$ cat src/rtl/sampler.sv
// ---------------------------------------------------------------------------
// sampler
// Programmable-rate input sampler for the logic-analyzer core.
// Captures the probe bus once every (divider+1) clock cycles and presents
// each captured word on smpls_o together with a one-cycle strobe on stb_o.
// The divider is loaded from the command decoder through fdiv_i/set_div_i;
// loading it also restarts the sampling phase.
// All state is reset synchronously by rst_i (active-high).
// ---------------------------------------------------------------------------
module sampler #(
    parameter int WIDTH     = 32,
    parameter int DIV_WIDTH = 24
) (
    input  logic                 clk_i,
    input  logic                 rst_i,
    input  logic [DIV_WIDTH-1:0] fdiv_i,
    input  logic                 set_div_i,
    input  logic [WIDTH-1:0]     data_i,
    output logic [WIDTH-1:0]     smpls_o,
    output logic                 stb_o
);

    // Constant one at counter width, used for the down-count step.
    localparam logic [DIV_WIDTH-1:0] CNT_ONE = {{(DIV_WIDTH-1){1'b0}}, 1'b1};

    // Programmed divider and phase down-counter.
    logic [DIV_WIDTH-1:0] r_div;
    logic [DIV_WIDTH-1:0] r_cnt;

    // Output registers.
    logic [WIDTH-1:0]     r_smpls;
    logic                 r_stb;

    // Next-state values.
    logic [DIV_WIDTH-1:0] w_div_nxt;
    logic [DIV_WIDTH-1:0] w_cnt_nxt;
    logic                 w_cnt_zero;
    logic                 w_take;

    // Decide whether this edge captures a sample: counter expired and no
    // divider load pending (a load always wins and suppresses the sample).
    always_comb begin
        w_cnt_zero = (r_cnt == {DIV_WIDTH{1'b0}});
        if (set_div_i) begin
            w_take = 1'b0;
        end else begin
            w_take = w_cnt_zero;
        end
    end

    // Next divider and counter: load restarts the phase, zero reloads the
    // period, otherwise count down. Reloading at zero means no underflow.
    always_comb begin
        w_div_nxt = r_div;
        w_cnt_nxt = r_cnt;
        if (set_div_i) begin
            w_div_nxt = fdiv_i;
            w_cnt_nxt = fdiv_i;
        end else if (w_cnt_zero) begin
            w_cnt_nxt = r_div;
        end else begin
            w_cnt_nxt = r_cnt - CNT_ONE;
        end
    end

    // Divider and counter registers with synchronous reset.
    always_ff @(posedge clk_i) begin
        if (rst_i) begin
            r_div <= {DIV_WIDTH{1'b0}};
            r_cnt <= {DIV_WIDTH{1'b0}};
        end else begin
            r_div <= w_div_nxt;
            r_cnt <= w_cnt_nxt;
        end
    end

    // Output registers: the sample word changes only together with a strobe.
    always_ff @(posedge clk_i) begin
        if (rst_i) begin
            r_smpls <= {WIDTH{1'b0}};
            r_stb   <= 1'b0;
        end else begin
            r_stb <= w_take;
            if (w_take) begin
                r_smpls <= data_i;
            end else begin
                r_smpls <= r_smpls;
            end
        end
    end

    assign smpls_o = r_smpls;
    assign stb_o   = r_stb;

endmodule

$ cat config.mk
export PLATFORM = sky130hd
export DESIGN_NAME = sampler
export DESIGN_NICKNAME = d
export VERILOG_FILES = /design/src/rtl/sampler.sv
export SDC_FILE = /design/constraint.sdc
export NUM_CORES = 1
export LEC_CHECK = 0
export CORE_ASPECT_RATIO = 0.8
export CORE_MARGIN = 8
export CORE_UTILIZATION = 45
export CTS_CLUSTER_SIZE = 16
export DETAILED_ROUTE_END_ITERATION = 10
export PLACE_DENSITY_LB_ADDON = 0.08
export SYNTH_ARGS = -nofsm -noshare
export SYNTH_HDL_FRONTEND = slang
export SYNTH_SLANG_ARGS = --single-unit
$ cat constraint.sdc
create_clock -name clk_i -period 6.35 [get_ports clk_i]
set_clock_uncertainty 0.2 [all_clocks]
set_input_delay 0.9525 -clock clk_i [delete_from_list [all_inputs] [get_ports clk_i]]
set_output_delay 0.9525 -clock clk_i [all_outputs]
set_load 0.01 [all_outputs]
==> results of run 1 <==
-- kinds of logic (layout without fill, tap and decap cells) --
| family | count (synthesis) | after routing | share of synthesized area [%] |
|---|---|---|---|
| AND/OR/NAND/NOR | 190 | 190 | 25.6 |
| multiplexers | 2 | 2 | 0.587 |
| flip-flops | 81 | 81 | 47.6 |
| XOR/XNOR | 19 | 19 | 4.88 |
| buffers and inverters | 32 | 114 | 4.66 |
| adder cells (fa/ha/maj) | 2 | 2 | 0.734 |
| AO/OA/AOI/OAI | 92 | 92 | 16.0 |
-- per-layer routing --
metal | share of wire [%] | global-route usage (%)
met3 | 7.3 | 5.78
met2 | 46 | 27.3
met1 | 45 | 21.3
met5 | 0 | 0
met4 | 1.2 | 5.42
-- through the flow --
stage                     instances  power, mW  worst slack [ps]
after floorplan                 418      0.666              4050
after global placement          574      0.726              3190
after detailed placement        574      0.729              3140
after CTS                       590       1.12              3400
after global routing            590       1.16              3070
final                           590       1.11              3420
-- cells in the mapped netlist (2+ instances only) --
library cell  instances
a21oi_1              57
and3_1                2
buf_1                 2
buf_4                 2
buf_6                 4
clkbuf_1             20
dfxtp_1              81
ha_1                  2
inv_1                 3
mux2i_1               2
nand2_1             114
nand3_1               4
nand4_1               3
nor2_1               28
nor3_1                7
nor4_1                4
nor4_2                2
o21ai_0               9
o221ai_1              8
o22ai_1               8
o32ai_1               7
or3_1                10
or4_1                 4
xnor2_1               8
xor2_1               11
-- sequential cells by signal, indices dropped and copies added, names as in the netlist --
signal	count
stb_o	1
r_cnt	24
r_div	24
smpls_o	32
-- path summary, 6_finish.rpt --
| kind | end | cells after the start |
|---|---|---|
| max | smpls_o[15] | 5 |
| min | smpls_o[6] | 2 |
| max reg2reg | smpls_o[15] | 5 |
| min reg2reg | smpls_o[6] | 2 |
-- worst max-delay path: stages, from the launching register on --
cell,delay [ps]
dfxtp_1,350
nor4_2,560
and4b_1,470
and3_1,960
nand2_1,140
a21oi_1,170
-- power breakdown --
group | internal (mW) | switching, mW | total [mW]
clock network | 0.195 | 0.192 | 0.388
registers | 0.531 | 0.0214 | 0.553
logic | 0.0832 | 0.0848 | 0.168
-- cell type report --
class / instances / area (um2) / share of cell area (%)
Multi-Input combinational cell: 305 / 1630 / 36.1
Sequential cell: 81 / 1620 / 35.9
Timing Repair Buffer: 95 / 936 / 20.7
Clock buffer: 11 / 141 / 3.13
Tap cell: 90 / 113 / 2.49
Clock inverter: 5 / 62.6 / 1.39
Inverter: 3 / 11.3 / 0.249
==> metrics, run 1 <==
outcome=finished, final reports clean; H-tree levels=3; Layout area overhead=32.4%; synthesized instance count=approximately 420; RSZ-0062 raised after global routing=no; IO buf count=91; initial antenna violation count=0; syn avg cell area=8.16 um2; final hold slack=251 ps; GPL Wtd Cong=0.759; crit share post-route=between 40% and 50%; # setup viols final=0; vias in the first global route=2976; clock latency on the worst-skew pair=350 ps; worst min-delay path class=register to register; Resize count post-CTS=0; core outline area=7360 um2; Starting Density=46.3%; Period minus WS final=2930 ps; # IOs=between 90 and 100; pwr dens=around 250 nW/um2; Num CTS Buffers=9; nets@finish=about 560; first-pass detailed-route iteration total=4; max-cap viol count=0; Synth area leaders=dfxtp_1 (48%), nand2_1 (13%), a21oi_1 (8.4%); share of post-route cells with drive strength above 1=under 10%; Core Rows=28; CTS Root Cell=clkbuf_8; Peak Freq=341 MHz; CP startpoint=r_cnt[6]; Req. time, crit path=6430 ps; share of flip-flops with an asynchronous set or reset=0%; sequential area share after synthesis=47.6%; chip height=93.9 um; top cell type's share of synthesized area=47.6%; warnings from Yosys=0; top_reg_cell synth=dfxtp_1; Fin. Hold Viols=0; Netlist cell types=41; Via Count=roughly 3100; number of flops mapped to enable cells by yosys=0; setup repair bufs after CTS=0; via-per-instance ratio=5.28; Fin Setup TNS=0 ps; Crit. End Element=register; R2R Setup Slk=3420 ps; Initial DRC Count=152; ANT cells=0; pin count of the biggest net entering global routing=91; GRT Residual Overflow=0; VDD IR max=between 0.1 and 0.15 mV; fin. max-slew vios=0; Post-Syn Area=3410 um2; CTS clock-pin slew for the worst setup and hold paths=80 ps; Crit Path Max Fanout=32; total track usage=between 10% and 20%; cell taking the most area after synthesis=dfxtp_1; Die X=~110 um; WL/cell=between 15 and 20 um; Hold Crit Start=smpls_o[6]; first-pass GRT wire length=approximately 15 mm; drt drc=0; relative slew slack=a little over a quarter; DP HPWL=6.13 mm; CTS max path bufs=2; r2r startpoint=r_cnt[6]; startpoint types=register; commonest cells after routing, fill and taps aside=nand2_1 (114), clkdlybuf4s50_1 (90), dfxtp_1 (81); Leak Pwr=1.61 nW; Routed WL=9.09 mm; Routed Antenna Nets=0; Net Count, Synth=479; CTS tree=done; Util after Layout=approximately three fifths; die area=10600 um2; WS Path Type=register to register; Worst Path Arrival=between 3000 and 4000 ps; hold_buf cts=0; Num Clock Sinks=between 80 and 90; Worst-Margin Slew=approximately 1100 ps; dpl cell area=roughly 4300 um2; post-route cell area=4510 um2; Yosys reg bits=slightly above 80; most common cell after layout, fill and taps aside=nand2_1; FILL cells=667
(Power assumes the default switching activity.)
==> run 2: changes to the inputs <==
--- a/config.mk
+++ b/config.mk
@@ -7,7 +7,7 @@
 export LEC_CHECK = 0
 export CORE_ASPECT_RATIO = 0.8
 export CORE_MARGIN = 8
-export CORE_UTILIZATION = 45
+export CORE_UTILIZATION = 43
 export CTS_CLUSTER_SIZE = 16
 export DETAILED_ROUTE_END_ITERATION = 10
 export PLACE_DENSITY_LB_ADDON = 0.08
==> constraint.sdc (replaced) <==
create_clock -name clk_i -period 2.4 [get_ports clk_i]
set_clock_uncertainty 0.2 [all_clocks]
set_input_delay 0.36 -clock clk_i [delete_from_list [all_inputs] [get_ports clk_i]]
set_output_delay 0.36 -clock clk_i [all_outputs]
set_load 0.01 [all_outputs]
==> metrics, run 2 (synthesized netlist as in run 1, its figures left out) <==
# IOs=92 (unchanged); ANT cells=0 (unchanged); sw frac=25.2% (was 26.9%); most common cell after layout, fill and taps aside=nand2_1 (unchanged); Fin Setup TNS=0 ps (unchanged); cells along the critical path=or4_4, nor4b_4, and2_2, nor2_1, o32ai_1 (was nor4_2, and4b_1, and3_1, nand2_1, a21oi_1); GRT Residual Overflow=0 (unchanged); fin. max-slew vios=0 (unchanged); worst hold stages=2 (unchanged); pin count of the biggest net entering global routing=34 (was 91); Worst Path Arrival=2330 ps (was 3010 ps); post-route cell area=4640 um2 (was 4510 um2); initial antenna violation count=0 (unchanged); DP HPWL=6.54 mm (was 6.13 mm); outcome=finished, final reports clean (unchanged); hold_buf cts=0 (unchanged); CTS clock-pin slew for the worst setup and hold paths=80 ps (about the same); Crit. End Element=register (unchanged); chip height=95.6 um (was 93.9 um); setup repair bufs after CTS=0 (unchanged); Crit path depth=5 (unchanged); clock latency on the worst-skew pair=350 ps (about the same); H-tree levels=3 (unchanged); CTS Root Cell=clkbuf_8 (unchanged); nets@finish=568 (was 556); IO buf count=91 (unchanged); Largest stage delay, worst path=590 ps (was 960 ps); share of post-route cells with drive strength above 1=7.65% (was 5.80%); Routed Antenna Nets=0 (unchanged); delay-heaviest family, CP=simple AND/OR/NAND/NOR gates (unchanged); Post-Place Cells=604 (was 574); Leak Pwr=1.69 nW (was 1.61 nW); crit share post-route=94.7% (was 46.2%); Hold Crit Start=rst_i (was smpls_o[6]); Flop pwr share=49.2% (was 49.9%); worst hold path endpoint=smpls_o[1] (was smpls_o[6]); CTS tree=done (unchanged); Die X=116 um (was 113 um); total track usage=16.6% (was 17.1%); Int Power=2.22 mW (was 0.810 mW); clock network power share=35.1% (was 35.0%); Period minus WS final=2270 ps (was 2930 ps); startpoint types=register (unchanged); commonest cells after routing, fill and taps aside=nand2_1 (113), clkdlybuf4s50_1 (90), dfxtp_1 (81) (was nand2_1 (114), clkdlybuf4s50_1 (90), dfxtp_1 (81)); Starting Density=43.7% (was 46.3%); WL/cell=14.6 um (was 15.4 um); via-per-instance ratio=5.04 (was 5.28); final hold slack=180 ps (was 251 ps); Final Non-Filler Cells=618 (was 590); Peak Freq=440 MHz (was 341 MHz); GPL Wtd Cong=0.834 (was 0.759); max-cap viol count=0 (unchanged); VDD IR max=0.272 mV (was 0.105 mV); core outline area=7800 um2 (was 7360 um2); FF-to-FF path depth=5 (unchanged); RSZ-0062 raised after global routing=no (unchanged); vias in the first global route=3078 (was 2976); Req. time, crit path=2460 ps (was 6430 ps); Via Count=3117 (was 3113); Num Clock Sinks=81 (unchanged); Comb power frac=15.7% (was 15.2%); Num CTS Buffers=9 (unchanged); Crit Path Max Fanout=12 (was 32); Switching Power=0.749 mW (was 0.298 mW); Layout area overhead=36.1% (was 32.4%); R2R Setup Slk=130 ps (was 3420 ps); first-pass GRT wire length=14.6 mm (was 14.8 mm); Routed WL=9.01 mm (was 9.09 mm); pwr dens=640 nW/um2 (was 246 nW/um2); r2r startpoint=r_cnt[18] (was r_cnt[6]); die area=11100 um2 (was 10600 um2); CP bufs+invs=0 (unchanged); Fin. Hold Viols=0 (unchanged); Worst R2R End=r_cnt[8] (was smpls_o[15]); Worst-Margin Slew=462 ps (was 1110 ps); CTS max path bufs=2 (unchanged); CP max stage cell=or4_4 (was and3_1); drt drc=0 (unchanged); # setup viols final=0 (unchanged); max reg flops=32 (unchanged); WS Path Type=register to register (unchanged); relative slew slack=69.1% (was 26.2%); Core Rows=29 (was 28); dpl cell area=4440 um2 (was 4310 um2); Initial DRC Count=221 (was 152); first-pass detailed-route iteration total=4 (unchanged); worst min-delay path class=input pin to register (was register to register)
==> run 2: cell count changes in the layout (fill, tap and decap cells not counted), sizes merged <==
cell and change:
buf +12, bufinv +1, clkinvlp -1, inv -2
==> run 2: power by group through the flow <==
stage	combinational [mW]	clock (mW)	sequential [mW]
after floorplan	0.282	0	1.48
after global placement	0.457	0	1.49
after detailed placement	0.463	0	1.49
after CTS	0.469	1.08	1.46
after global routing	0.517	1.12	1.47
final	0.467	1.04	1.46
==> run 2: routing by layer <==
metal	track usage, %	vias up	wire length (um)	part of all wire, %
met4	6.11	0	144	1.6
met2	26.2	70	4060	45
met5	0	-	0	0
met1	20.6	1418	4240	47
li1	-	1614	-	-
met3	5.82	15	568	6.3
==> run 2: through the flow <==
step | utilization (%) | total power [mW] | worst slack (ps)
2_1_floorplan | - | 1.76 | 236
3_3_place_gp | 56.9 | 1.95 | 118
3_5_place_dp | 56.9 | 1.95 | 12.2
4_1_cts | 59.5 | 3.01 | 52.3
5_1_grt | 59.5 | 3.10 | 5.83
6_report | 59.5 | 2.97 | 127
==> run 2: layout make-up <==
type / count / area (um2)
clock buffers: 11 / 131
well taps: 108 / 135
multi-input cells: 305 / 1640
flip-flops and latches: 81 / 1620
fillers: 746 / 3160
repair buffers: 107 / 1040
inverters: 3 / 11.3
clock inverters: 3 / 67.6
==> run 2: how the worst max path moves through the flow <==
| stage | from | end |
|---|---|---|
| after floorplan | r_cnt[18] | r_cnt[19] |
| after global placement | r_cnt[18] | r_cnt[3] |
| after detailed placement | r_cnt[18] | r_cnt[20] |
| after CTS | r_cnt[18] | r_cnt[5] |
| after global routing | r_cnt[18] | r_cnt[16] |
| final | r_cnt[18] | r_cnt[8] |
==> run 2: worst reg2reg max path: cells and delay by family, from the launching register on <==
kind | cells | cell delay, ps
AND/OR/NAND/NOR | 4 | 1380
flip-flops | 1 | 350
AO/OA/AOI/OAI | 1 | 260
==> run 2: what timing repair did <==
action	in CTS	in global routing
setup endpoints to repair	9	27
pin swaps	0	1
gates resized for setup	2	0
==> edit 1: new RTL, flow settings as in run 2 <==
Change the parameter `DIV_WIDTH` from 24 to 48.
--- a/src/rtl/sampler.sv
+++ b/src/rtl/sampler.sv
@@ -9,7 +9,7 @@
 // ---------------------------------------------------------------------------
 module sampler #(
     parameter int WIDTH     = 32,
-    parameter int DIV_WIDTH = 24
+    parameter int DIV_WIDTH = 48
 ) (
     input  logic                 clk_i,
     input  logic                 rst_i,
Ports: changed (resized fdiv_i); port bits go from 92 to 116. The function was not compared with the original's and may differ.
==> edit 1 against run 2 <==
- the flow now finishes with violations (setup timing)
- core utilization up 10 points
- total power increased by 100%
- setup slack lost 730 ps
- wire length increased by 120%
- maximum frequency shrank 24%
- cell count up 83%
- sequential power rose by 59%
- synthesized area grew 74%
- final area grew 100%
- non-clock buffer count up 136
- sequential cell count increased by 48
- highest routed layer unchanged
==> edit 1: results (changes against run 2) <==
H-Tree Level Count=4 (+1); Ant. Diodes=0 (unchanged); Hold EP=r_div[30]$_SDFFE_PP0P_; worst hold margin=222.8 ps (+42.82 ps); worst r2r path cells=9 (+4); clock-pin slew on the worst setup and hold paths=50 ps (-30 ps); DR iter-0 viols=399 (+81%); root buffer cell=clkbuf_16; Seq/Total Area, Yosys=0.4350 (-0.04061); DR vias=6128 (+97%); Port Buffer Count=115 (+26%); Routed WL per cell=17.16 µm (+18%); Pint=4.513 mW (+100%); vias in the first global route=6242 (+100%); vias per cell=5.413 (+7.3%); fraction of registers with async set or reset after synthesis=0 (unchanged); crit path max fanout=8 (-4); clock latency on the worst-skew pair=420 ps (+70 ps); Data arrival, critical path=3150 ps (+820 ps); number of library cell types mapped by synthesis=52 (+27%); top post-synthesis cells by count=dfxtp_1 (129), nand2_1 (102), a21oi_1 (93), nand2b_1 (48), nor2_1 (43); Clock Path Buffers=2 (unchanged); VDD IR max=0.5315 mV (+95%); CP max stage delay=560 ps (-30 ps); DP Wirelength=12.34 mm (+89%); critical path's slowest cell=or4_4; pin count of the biggest net entering global routing=46 (+35%); part of the power in registers=0.387 (-0.105); critical path type=reg2reg; layout cell share with drive strength beyond 1=0.3183 (+0.2418); gpl congestion=0.8350 (+0.17%); first-pass GRT wire length=31.35 mm (+110%); outcome=complete, but fails checks; Synth area leaders=dfxtp_1 (43%), a21oi_1 (7.8%), nand2_1 (6.4%); Worst Hold Path Cells=2 (unchanged); Detailed Routing Iterations Pass 1=5 (+1); Die Wd=147.4 µm (+28%); Hold Crit Start=rst_i; setup_tns=-37650 ps (-37650 ps); Area after DPL=0.007913 mm² (+78%); Setup WS post-layout=-606.9 ps (-734.3 ps); reg2reg start=r_cnt[9]$_SDFF_PP0_; Ys Warns=0 (unchanged); Hold Path Class=in2reg; Crit Reg-Reg Endpoint=smpls_o[24]$_SDFFE_PP0P_; Synth Instances=729 (+74%); DP Worst Slack=-572.0 ps (-584.2 ps); initial antenna violation count=0 (unchanged); TritonCTS Buffers=17 (+8); slew margin rel.=0.6213 (-0.06979); failing checks=setup timing; Net Count, Synth=814 (+70%); Layout Nets=1027 (+81%); Lkg Pwr=3.541 nW (+110%); setup violators final=81 (+81); All-Layer GR Usage=0.2156 (+0.04947)
-- edit 1: cell types whose count changed in the layout (fill, tap and decap cells not counted), sizes merged, moves of 12 or more --
cell	change
o22ai	+17
a211o	+13
buf	+112
nand2b	+47
clkdlybuf4s50	+23
nor4	+12
o21ai	+21
nor3	+30
xnor2	+13
clkbuf	+15
nor2	+16
dfxtp	+48
a21oi	+36
-- edit 1: power groups by stage --
stage	sequential [mW]	combinational (mW)	clock [mW]
6_report	2.32	1.07	2.60
4_1_cts	2.31	1.02	2.63
5_1_grt	2.33	1.15	2.74
2_1_floorplan	2.35	0.469	0
3_3_place_gp	2.35	0.897	0
3_5_place_dp	2.35	0.914	0
-- edit 1: final cells by class --
class                      count  area (µm²)
fill                        1059        4059
multi-input combinational    548        3655
sequential                   129        2587
timing repair buffer         243        2367
clock buffer                  25       525.5
tap                          180       225.2
clock inverter                 4       72.57
inverter                       3       11.26
-- edit 1: per-layer routing --
layer  wire length [µm]  GRT usage
met5                  0          0
met4                199    0.05912
met2               9088     0.3407
met1               8996     0.2804
met3               1139    0.06560
-- edit 1: kinds of logic after synthesis --
family                   share of synthesized area
adder cells (fa/ha/maj)                   0.004214
buffers and inverters                      0.04320
AND/OR/NAND/NOR                             0.2826
flip-flops                                  0.4350
AO/OA/AOI/OAI                               0.1793
multiplexers                              0.006955
XOR/XNOR                                   0.04868
-- edit 1: critical path, delay by kind of cell (launching register included) --
family                 cells  cell delay [ps]
buffers and inverters      3              440
AND/OR/NAND/NOR            5             1850
AO/OA/AOI/OAI              1              120
flip-flops                 1              310
-- edit 1: what timing repair did --
action | CTS | global route
cloned | 4 | 1
endpoints found under the hold margin | 0 | 0
pin swaps | 36 | 51
gates resized for setup | 95 | 78
hold buffers | 0 | 0
buffers inserted | 21 | 7
setup endpoints to repair | 81 | 81
==> edit 2: new RTL, settings of run 2 <==
Made on the original files. Register the inputs `fdiv_i`, `set_div_i` and `data_i` before use, without a reset. The logic sees them one clock later.
--- a/src/rtl/sampler.sv
+++ b/src/rtl/sampler.sv
@@ -23,6 +23,16 @@
     // Constant one at counter width, used for the down-count step.
     localparam logic [DIV_WIDTH-1:0] CNT_ONE = {{(DIV_WIDTH-1){1'b0}}, 1'b1};
 
+    logic [DIV_WIDTH-1:0] fdiv_q;
+    logic set_div_q;
+    logic [WIDTH-1:0] data_q;
+
+    always_ff @(posedge clk_i) begin
+        fdiv_q    <= fdiv_i;
+        set_div_q <= set_div_i;
+        data_q    <= data_i;
+    end
+
     // Programmed divider and phase down-counter.
     logic [DIV_WIDTH-1:0] r_div;
     logic [DIV_WIDTH-1:0] r_cnt;
@@ -41,7 +51,7 @@
     // divider load pending (a load always wins and suppresses the sample).
     always_comb begin
         w_cnt_zero = (r_cnt == {DIV_WIDTH{1'b0}});
-        if (set_div_i) begin
+        if (set_div_q) begin
             w_take = 1'b0;
         end else begin
             w_take = w_cnt_zero;
@@ -53,9 +63,9 @@
     always_comb begin
         w_div_nxt = r_div;
         w_cnt_nxt = r_cnt;
-        if (set_div_i) begin
-            w_div_nxt = fdiv_i;
-            w_cnt_nxt = fdiv_i;
+        if (set_div_q) begin
+            w_div_nxt = fdiv_q;
+            w_cnt_nxt = fdiv_q;
         end else if (w_cnt_zero) begin
             w_cnt_nxt = r_div;
         end else begin
@@ -82,7 +92,7 @@
         end else begin
             r_stb <= w_take;
             if (w_take) begin
-                r_smpls <= data_i;
+                r_smpls <= data_q;
             end else begin
                 r_smpls <= r_smpls;
             end
Behaviour: not the same (a bounded check fails within 4 cycles, from zero or initial values and one cycle with rst_i high).
==> edit 2 against run 2 <==
- first-iteration DRC count decreased by 21%
- final area increased by 39%
- total power increased by 88%
- sequential cell count increased by 57
- non-clock buffer count increased by 11
- synthesized area increased by 35%
- setup slack got worse by 31 ps
- sequential power increased by 69%
- wire length increased by 19%
- critical path type unchanged
==> edit 2: results (changes against run 2) <==
outcome=complete, no violations; clock-pin slew on the worst setup and hold paths=60 ps (-20 ps); Hold EP=r_div[23]$_SDFFE_PP0P_; clock latency on the worst-skew pair=410 ps (+60 ps); Worst Tran Pin Value=606.0 ps (+143.6 ps); DR iter-0 viols=174 (-21%); H-Tree Level Count=4 (+1); Area after DPL=0.005814 mm² (+31%); DP Worst Slack=28.77 ps (+16.57 ps); gpl congestion=0.8146 (-2.3%); vias in the first global route=3587 (+17%); Seq/Total Area, Yosys=0.6015 (+0.1259); post-synthesis mux area share=0.004358 (-0.001513); worst r2r path cells=6 (+1); number of library cell types mapped by synthesis=39 (-4.9%); vias per cell=4.897 (-2.9%); Setup WS post-layout=96.45 ps (-30.90 ps); Port Buffer Count=91 (unchanged); Lkg Pwr=2.424 nW (+44%); Resized cells post-CTS=0 (-2); Layout Nets=646 (+14%); Synth area leaders=dfxtp_1 (60%), nand2_1 (7.4%), a21oi_1 (6.0%); Routed WL per cell=14.59 µm (about the same); Worst Setup EP=r_cnt[11]$_SDFF_PP0_; All-Layer GR Usage=0.1536 (-0.01251); Data arrival, critical path=2410 ps (+80 ps); root buffer cell=clkbuf_16; layout cell share with drive strength beyond 1=0.1221 (+0.04560); adder-cell share of the synthesized area=0.005448 (-0.001891); pin count of the biggest net entering global routing=57 (+68%); Net Count, Synth=537 (+12%); reg2reg start=r_cnt[8]$_SDFF_PP0_; post-synthesis xor/xnor area fraction=0.03814 (-0.01067); compound-gate portion of the synthesized area=0.1117 (-0.04795); TritonCTS Buffers=17 (+8)
## edit 2: cell types whose count changed in the layout (fill, tap and decap cells not counted), moves of 3 or more
cell / before / now
dfxtp_1: 81 / 138
nand2_1: 113 / 91
nand2b_1: 1 / 23
clkbuf_16: 0 / 17
o21ai_0: 9 / 0
buf_4: 15 / 23
clkbuf_8: 9 / 1
o21ai_1: 0 / 7
buf_12: 1 / 4
clkinvlp_4: 1 / 4
inv_6: 0 / 3
nor2_1: 28 / 31
## edit 2: layout make-up
type                    instances  area [µm²]
clock buffers                  19       442.9
multi-input cells             307        1749
repair buffers                118        1159
well taps                     140       175.2
clock inverters                13       143.9
flip-flops and latches        138        2763
fillers                       863        3879
inverters                       3       11.26
## edit 2: metrics by stage
step	hold slack [ps]	instances
2_1_floorplan	187.7	476
3_3_place_gp	219.5	706
3_5_place_dp	227.2	706
4_1_cts	153.4	738
5_1_grt	171.2	738
6_report	176.1	738
## edit 2: critical path, stage by stage (launching register included)
cell and delay [ps]:
dfxtp_1 310, or4_4 570, nor4b_4 340, nand4_2 150
buf_4 220, or3_1 320, o221ai_1 100
## edit 2: kinds of logic (layout without fill, tap and decap cells)
family,Yosys count,in the layout
simple gates,195,195
flops,138,138
compound gates,88,88
buf+inv,31,153
xor+xnor,20,20
fa+ha+maj,2,2
mux,2,2
## edit 2: power breakdown
part,internal [mW],switching (mW),leakage (nW)
sequential,2.41,0.0630,1.14
clock,1.56,1.00,0.276
combinational,0.291,0.266,1.00
total,4.26,1.33,2.42
## edit 2: per-layer routing
| layer | share of wire | GRT usage |
|---|---|---|
| met1 | 0.48 | 0.1961 |
| met2 | 0.47 | 0.2371 |
| met3 | 0.041 | 0.04958 |
| met4 | 0.0085 | 0.06378 |
| met5 | 0 | 0 |
